$ cat config.mk
export PLATFORM = sky130hd
export DESIGN_NAME = tpu_instr_buffer
export DESIGN_NICKNAME = d
export VERILOG_FILES = /design/src/rtl/tpu_instr_buffer.sv
export SDC_FILE = /design/constraint.sdc
export NUM_CORES = 1
export LEC_CHECK = 0
export BUFFER_PORTS_ARGS = -buffer_cell sky130_fd_sc_hd__buf_4
export CAP_MARGIN = 10
export CORE_UTILIZATION = 40
export CTS_BUF_LIST = sky130_fd_sc_hd__clkbuf_8
export DETAILED_ROUTE_END_ITERATION = 6
export GPL_TIMING_DRIVEN = 0
export PLACE_DENSITY = 0.66
export SLEW_MARGIN = 20
export SYNTH_ARGS = -nofsm -noshare
export SYNTH_HDL_FRONTEND = slang
export SYNTH_SLANG_ARGS = --single-unit
$ cat constraint.sdc
create_clock -name clock -period 18 [get_ports clock]
set_clock_uncertainty 0.15 [all_clocks]
set_input_delay 3.6 -clock clock [delete_from_list [all_inputs] [get_ports clock]]
set_output_delay 3.6 -clock clock [all_outputs]
set_load 0.02 [all_outputs]
$ cat src/rtl/tpu_instr_buffer.sv
// tpu_instr_buffer: show-ahead instruction FIFO with early-full, drain and commit sequencing.
// Optional sticky overflow/underflow flag O_Err under TPU_IBUF_ERR_CHK_EN.
module tpu_instr_buffer #(
  parameter int DEPTH       = 16,
  parameter int INSTR_W     = 64,
  parameter int ID_W        = 8,
  parameter int ISSUE_W     = 8,
  parameter int FULL_MARGIN = 2
) (
  input  logic                       clock,
  input  logic                       reset,
  input  logic                       I_We,
  input  logic [ID_W-1:0]            I_ThreadID,
  input  logic [INSTR_W-1:0]         I_Instr,
  input  logic                       I_Term,
  input  logic [ISSUE_W-1:0]         I_IssueNo,
  input  logic                       I_Flush,
  input  logic                       I_Rd,
  output logic                       O_Full,
  output logic                       O_Valid,
  output logic [ID_W-1:0]            O_ThreadID,
  output logic [INSTR_W-1:0]         O_Instr,
  output logic [$clog2(DEPTH):0]     O_Count,
  output logic                       O_Commit,
`ifdef TPU_IBUF_ERR_CHK_EN
  output logic                       O_Err,
`endif
  output logic [ISSUE_W-1:0]         O_IssueNo
);
  localparam int AW = $clog2(DEPTH);
  localparam int CW = AW + 1;
  localparam logic [CW-1:0] DEPTH_C = CW'(DEPTH);
  localparam logic [CW-1:0] FULL_C  = CW'(DEPTH - FULL_MARGIN);
  typedef enum logic [1:0] {IDLE, FILL, DRAIN, COMMIT} state_t;
  logic [INSTR_W-1:0] instr_mem [DEPTH];
  logic [ID_W-1:0]    id_mem    [DEPTH];
  state_t             state_q, state_d;
  logic [AW-1:0]      wr_ptr_q, wr_ptr_d, rd_ptr_q, rd_ptr_d;
  logic [CW-1:0]      count_q, count_d;
  logic               full_q, full_d;
  logic [ISSUE_W-1:0] issue_q, issue_d;
  logic               open, wr, rd;
  always_comb begin
    open     = (state_q == IDLE) || (state_q == FILL);
    wr       = I_We && !I_Flush && open && (count_q != DEPTH_C);
    rd       = I_Rd && !I_Flush && (count_q != '0);
    wr_ptr_d = I_Flush ? '0 : wr ? wr_ptr_q + 1'b1 : wr_ptr_q;
    rd_ptr_d = I_Flush ? '0 : rd ? rd_ptr_q + 1'b1 : rd_ptr_q;
    count_d  = I_Flush ? '0 : (wr && !rd) ? count_q + 1'b1 : (rd && !wr) ? count_q - 1'b1 : count_q;
    full_d   = count_d >= FULL_C;
    issue_d  = (!I_Flush && I_Term && open) ? I_IssueNo : issue_q;
    // A term with anything buffered (or arriving this cycle) must drain before committing
    state_d  = I_Flush                 ? IDLE :
               (state_q == COMMIT)     ? IDLE :
               (state_q == DRAIN)      ? ((count_d == '0) ? COMMIT : DRAIN) :
               I_Term                  ? ((count_q != '0 || wr) ? DRAIN : COMMIT) :
               wr                      ? FILL : state_q;
  end
  always_ff @(posedge clock) begin
    if (!reset) begin
      state_q  <= IDLE;
      wr_ptr_q <= '0;
      rd_ptr_q <= '0;
      count_q  <= '0;
      full_q   <= 1'b0;
      issue_q  <= '0;
    end else begin
      state_q  <= state_d;
      wr_ptr_q <= wr_ptr_d;
      rd_ptr_q <= rd_ptr_d;
      count_q  <= count_d;
      full_q   <= full_d;
      issue_q  <= issue_d;
    end
  end
  always_ff @(posedge clock) begin
    if (reset && wr) begin
      instr_mem[wr_ptr_q] <= I_Instr;
      id_mem[wr_ptr_q]    <= I_ThreadID;
    end
  end
`ifdef TPU_IBUF_ERR_CHK_EN
  logic err_q, err_d;
  always_comb err_d = err_q || (I_We && count_q == DEPTH_C) || (I_Rd && count_q == '0);
  always_ff @(posedge clock) begin
    if (!reset) err_q <= 1'b0;
    else        err_q <= err_d;
  end
  assign O_Err = err_q;
`endif
  assign O_Valid    = count_q != '0;
  assign O_ThreadID = O_Valid ? id_mem[rd_ptr_q] : '0;
  assign O_Instr    = O_Valid ? instr_mem[rd_ptr_q] : '0;
  assign O_Count    = count_q;
  assign O_Full     = full_q;
  assign O_Commit   = state_q == COMMIT;
  assign O_IssueNo  = issue_q;
endmodule

==> results of run 1 <==
-- through the flow --
step                      setup slack, ns  hold slack (ns)  utilization (%)  cells  total power, µW
final                                9.87            0.329             48.2   3934             5340
after global routing                 9.71            0.350             48.2   3933             5510
after CTS                            9.71            0.331             48.2   3931             5380
after detailed placement            10.64            0.318             45.0   3596             3250
after global placement               5.34            0.308             43.4   3523             3240
after floorplan                      9.71            0.318                -   1862             3150
-- worst max-delay path: stages (launching register included) --
cell	delay (ns)
dfxtp_1	0.30
buf_2	0.37
clkbuf_1	0.72
buf_1	0.80
mux4_2	0.43
mux4_2	0.52
and2_1	0.23
buf_4	0.17
-- power groups by stage --
stage / registers (µW) / clock network [µW] / logic [µW]
after global routing: 3020 / 2310 / 180
final: 3020 / 2150 / 168
after detailed placement: 3080 / 0 / 170
after floorplan: 3080 / 0 / 68.4
after global placement: 3080 / 0 / 156
after CTS: 3020 / 2190 / 170
-- synth_stat cells, types with 2 or more instances --
library cell,n
dfxtp_1,28
nand2b_1,5
nor2b_1,2
buf_4,20
mux2_2,2
xor2_1,4
mux4_2,360
and2_1,77
buf_1,11
nor3_1,4
a311oi_1,3
nand2_1,30
edfxtp_1,1152
nand4_1,3
or3b_1,2
inv_1,6
nor2_1,36
a21boi_0,8
nand3_1,5
buf_2,13
o21ai_0,3
buf_6,6
ha_1,7
a21oi_1,5
nand3b_1,3
clkbuf_1,45
xnor2_1,3
-- cell families (layout without fill, tap and decap cells) --
kind of cell / count (synthesis) / after routing
buffers and inverters: 102 / 683
multiplexers: 362 / 362
AO/OA/AOI/OAI: 31 / 31
other: 0 / 3
XOR/XNOR: 7 / 7
AND/OR/NAND/NOR: 173 / 173
adder cells (fa/ha/maj): 7 / 7
flip-flops: 1180 / 1180
-- how the worst max path moves through the flow --
stage / from / end / slack, ns / cells past startpoint
after floorplan: I_Flush / id_mem[12][0] / 9.71 / 6
final: flop / O_Instr[3] / 9.87 / 7
after CTS: flop / O_Instr[3] / 9.71 / 7
after global placement: I_Flush / instr_mem[3][39] / 5.34 / 7
after detailed placement: flop / O_Instr[3] / 10.64 / 7
after global routing: flop / O_Instr[3] / 9.71 / 7
-- layer usage --
metal / global-route usage (%) / vias to the layer above / wire (µm)
met4: 5.27 / 10 / 1910
met3: 4.27 / 156 / 7350
met2: 32.6 / 882 / 55200
met1: 25.1 / 11304 / 43200
met5: 0 / - / 58
li1: - / 8888 / -
-- flip-flops by register name (all words and copies together), names as in the netlist, named ones only --
name       flops
rd_ptr_q       4
O_Count        5
wr_ptr_q       4
id_mem       128
instr_mem   1024
state_q        2
O_Full         1
O_IssueNo      8
-- final cells by class --
| cell class | instances | area [µm²] |
|---|---|---|
| sequential | 1180 | 35200 |
| timing repair buffer | 246 | 2980 |
| multi-input combinational | 580 | 9580 |
| clock buffer | 191 | 2630 |
| tap | 1488 | 1860 |
| fill | 8788 | 57600 |
| inverter | 7 | 26.3 |
| clock inverter | 144 | 888 |
| antenna | 3 | 7.51 |
| buffer | 95 | 502 |
==> summary.md, run 1 <==
| Metric | Value |
|---|---|
| Hold EP | O_IssueNo[5] |
| Hold buffer count at cts | 0 |
| Clk root buf | clkbuf_8 |
| Largest net degree at the start of global routing | 20 |
| Dominant cells by area after synthesis | edfxtp_1 77%, mux4_2 18%, dfxtp_1 1.2%, and2_1 1.1%, clkbuf_1 0.37% |
| Post-CTS Setup Repair Bufs | 0 |
| Initial antenna violation count | 7 |
| Worst-Margin Slew | 1.05 ns |
| Chip height | 338 µm |
| FF-to-FF Start | O_Count[0] |
| Largest family of logic cells by synthesized area | multiplexers |
| Worst hold stages | 2 |
| Pint | 4200 µW |
| Post-Syn Nets | 1955 |
| Syn. warnings | 0 |
| Endpoint class of the critical path | output port |
| WS Path Type | reg2out |
| Synth async-reset ratio | 0% |
| Post-route ant nets | 0 |
| Post-Synth Simple-Gate Area | 2.10% |
| Post-DP HPWL | 70.4 mm |
| Fin crit share | 45.2% |
| Max-capacitance violation count | 0 |
| CP max FO | 10 |
| First-pass GRT wire length | 156 mm |
| Port Buffers | 173 |
| Dpl cell area | 50100 µm² |
| Post-synthesis mux area share | 18.0% |
| Sink Count | 1180 |
| Pwr dens | 99.6 nW/µm² |
| Adder-cell share of the synthesized area | 0.194% |
| HP Start | O_IssueNo[5] |
| Fin nets | 2389 |
| Layout Area Growth over Synthesis | 18.8% |
| Sum Neg Setup Slack | 0 ns |
| Leak Pwr | 0.0168 µW |
| Outcome | finished, final reports clean |
| R2R depth | 11 |
| RD Place Congestion | 0.760 |
| Final setup vio count | 0 |
| Sequential fraction of the synthesis area | 77.9% |
| XOR/XNOR share of the synthesized area | 0.136% |
| CP Data Required Time | 14.25 ns |
| DR DRC count | 0 |
| Post-Synthesis Cells | 1862 |
| Commonest non-fill, non-tap cell in the layout | edfxtp_1 |
| Vias in the first global route | 22.8k |
| Gr usage total | 19.3% |
| Final hold vios | 0 |
| Reg2Reg Capture Point | instr_mem[4][42] |
| Net Sw Frac | 21.3% |
| Wire length per cell | 27.4 µm |
| HP Class | reg2reg |
| RSZ-0062 raised after global routing | no |
| Area of the mapped netlist | 45100 µm² |
| Maximum VDD drop | 0.0000761 V |
| Type of origin of the critical path | flop |
| Top_reg_cell synth | edfxtp_1 |
| Vias/cell | 5.40 |
| Number of flops mapped to enable cells by yosys | 1152 |
| Leading cell types in the layout, fill and taps excluded | 1152 x edfxtp_1, 360 x mux4_2, 193 x buf_4 |
| Comb power frac | 3.1% |
| Clock power share | 40.2% |
| Worst-path clk slew | 0.06 ns |
| TritonCTS clock tree | yes |
| Clock buffer depth | 3 |
| H-tree depth | 4 |
| R2r setup slk | 13.94 ns |
| Clock latency on the worst-skew pair | 0.82 ns |
| Post-CTS sizing | 0 |
| Cell area after layout | 53600 µm² |
| Max Clk Rate | 0.123 GHz |
| Cell variety after synth | 46 |
| Worst relative slew slack | 29.8% |
| Row cnt | 122 |
| Layout cell share with drive strength beyond 1 | 37.5% |
| Cell taking the most area after synthesis | edfxtp_1 |
| Post-synth top area share | 76.6% |
| Grt total ovfl | 0 |
| Core footprint | 111000 µm² |
| Tmin final | 8.13 ns |
| Synth Area per Inst | 24.2 µm² |
| CTS Buf Count | 186 |
| Max Slew Vio Count | 0 |
| Aggregate routed wire length | 108 mm |
| Die X | 338 µm |
| Arrival time worst endpoint | 4.38 ns |
| Compound-cell area share of the yosys netlist | 0.516% |
| Sequential power share | 56.6% |
| Iter 0 DRT Violations | 2135 |
| Top-Level Pins | 174 |
| Psw | 1140 µW |
| 1st-pass router iterations | 7 |
| Synthesized flop and latch total | 1180 |
| Initial Util | 40.6% |
| Routed via count | 21.2k |
| Die area | 114000 µm² |
No activity file was read; power rests on OpenSTA's default activity.
==> inputs of run 2 (changes only) <==
- PLACE_DENSITY: 0.66 -> 0.68
- clock period: 18 -> 7.4 ns (I/O delays scaled with it)
==> run 2 against run 1 <==
Critical path depth unchanged. Sequential power increased by 140%. Flip-flop and latch count unchanged. Routed wire length decreased by 0.53%. Power increased by 130%. Register-to-register slack got worse by 10 ns. Sequential share of layout area increased by 0.72 points. Global-route usage decreased by 0.19 points. Non-clock buffer count decreased by 7. Critical path type unchanged. Highest routed layer unchanged.
==> summary.md, run 2 (synthesis gave the netlist of run 1 again) <==
| Metric | Value |
|---|---|
| Outcome | finished, final reports clean |
| Tmin final | 6.00 ns |
| Max reg flops | 1024 |
| Aggregate routed wire length | 107 mm |
| Overall power | 12500 µW |
| Fin nets | 2376 |
| Max-capacitance violation count | 0 |
| Critical path, cell by cell | buf_2 -> clkbuf_1 -> buf_1 -> mux4_2 -> mux4_2 -> and2_1 -> buf_4 |
| Endpoint class of the critical path | output port |
| Arrival time worst endpoint | 4.37 ns |
| Final setup vio count | 0 |
| Die area | 114000 µm² |
| Crit path max-delay family | buffers and inverters |
| Worst-path clk slew | 0.06 ns |
| R2r setup slk | 3.49 ns |
| Register bank with the most flops | instr_mem |
| Leading cell types in the layout, fill and taps excluded | 1152 x edfxtp_1, 360 x mux4_2, 193 x buf_4 |
| 1st-pass router iterations | 7 |
| R2R depth | 11 |
| Worst stage delay on the critical path | 0.76 ns |
| Final hold vios | 0 |
| Worst relative slew slack | 32.3% |
| WS Path Type | reg2out |
| Post-CTS sizing | 0 |
| FF-to-FF Start | O_Count[0] |
| CTS Buf Count | 180 |
| Core footprint | 111000 µm² |
| Pwr dens | 236 nW/µm² |
| Gr usage total | 19.1% |
| Port Buffers | 173 |
| Row cnt | 122 |
| Post-CTS Setup Repair Bufs | 0 |
| Iter 0 DRT Violations | 2097 |
| RD Place Congestion | 0.751 |
| Hold EP | O_IssueNo[6] |
| Worst-Margin Slew | 1.02 ns |
| Grt total ovfl | 0 |
| First-pass GRT wire length | 154 mm |
| Clock buffer depth | 3 |
| Placed insts | 3589 |
| Clk root buf | clkbuf_8 |
| Sum Neg Setup Slack | 0 ns |
| Fin crit share | 81.1% |
| Max Slew Vio Count | 0 |
| Post-route ant nets | 0 |
| Type of origin of the critical path | flop |
| DR DRC count | 0 |
| Wire length per cell | 27.5 µm |
| HP Start | O_IssueNo[6] |
| Critical Path Most Common Cell | mux4_2 |
| Vias/cell | 5.45 |
| Top-Level Pins | 174 |
| Initial Util | 40.6% |
| CP max FO | 10 |
| TritonCTS clock tree | yes |
| Initial antenna violation count | 13 |
| Commonest non-fill, non-tap cell in the layout | edfxtp_1 |
| Post-route insts no fill | 3901 |
| H-tree depth | 4 |
| RSZ-0062 raised after global routing | no |
| HP Class | reg2reg |
| Routed via count | 21.3k |
| Hold buffer count at cts | 0 |
| Worst hold stages | 2 |
| Layout cell share with drive strength beyond 1 | 36.5% |
| Reg2Reg Capture Point | instr_mem[11][42] |
| Fin util | 47.7% |
| Maximum VDD drop | 0.000164 V |
| Leak Pwr | 0.0165 µW |
| Clock latency on the worst-skew pair | 0.84 ns |
| CP max stage cell | buf_1 |
| Largest net degree at the start of global routing | 20 |
| Post-DP HPWL | 70.8 mm |
| Sink Count | 1180 |
| Die X | 338 µm |
| Fill cell count | 8829 |
| Max Clk Rate | 0.167 GHz |
| Layout Area Growth over Synthesis | 17.5% |
| Vias in the first global route | 22.6k |
| Crit path buf inv count | 4 |
| Chip height | 338 µm |
| CP Data Required Time | 5.77 ns |
-- run 2: worst max-delay path by stage --
| stage | startpoint | to | cells past startpoint |
|---|---|---|---|
| after floorplan | I_Flush | id_mem[13][0] | 6 |
| after detailed placement | flop | O_Instr[3] | 7 |
| after CTS | flop | O_Instr[3] | 7 |
| after global routing | flop | O_Instr[14] | 7 |
| after global placement | I_Flush | instr_mem[8][42] | 7 |
| final | flop | O_Instr[3] | 7 |
-- run 2: where the power goes --
part           internal, µW  switching, µW  leakage, µW
sequential             7350           7.01       0.0106
clock                  2360           2410      0.00181
combinational           156            247      0.00411
total                  9860           2660       0.0165
-- run 2: tightest hold or removal path, stage by stage, from the launching register on --
cell and delay (ns):
dfxtp_1 0.32, nand2_1 0.05, a21boi_0 0.06
-- run 2: metal layers --
metal	global-route usage (%)	share of wire, %	routed length, µm
met1	24.4	39	42000
met2	32.5	51	54900
met3	4.59	7.5	8050
met4	5.22	1.9	2030
met5	0	0.11	114
-- run 2: stage by stage --
stage	cell area [µm²]	hold slack, ns	setup slack (ns)
2_1_floorplan	45100	0.318	1.23
3_3_place_gp	48300	0.305	-3.18
3_5_place_dp	49900	0.322	2.20
4_1_cts	53000	0.334	1.26
5_1_grt	53000	0.352	1.17
6_report	53000	0.332	1.40
-- run 2: layout make-up --
class | instances | area, µm² | area share, %
flip-flops and latches | 1180 | 35200 | 66.3
diodes | 2 | 5.00 | 0.00943
well taps | 1488 | 1860 | 3.51
clock inverters | 127 | 598 | 1.13
multi-input cells | 580 | 9580 | 18.1
clock buffers | 183 | 2520 | 4.75
repair buffers | 239 | 2800 | 5.28
plain buffers | 95 | 503 | 0.948
inverters | 7 | 26.3 | 0.0495
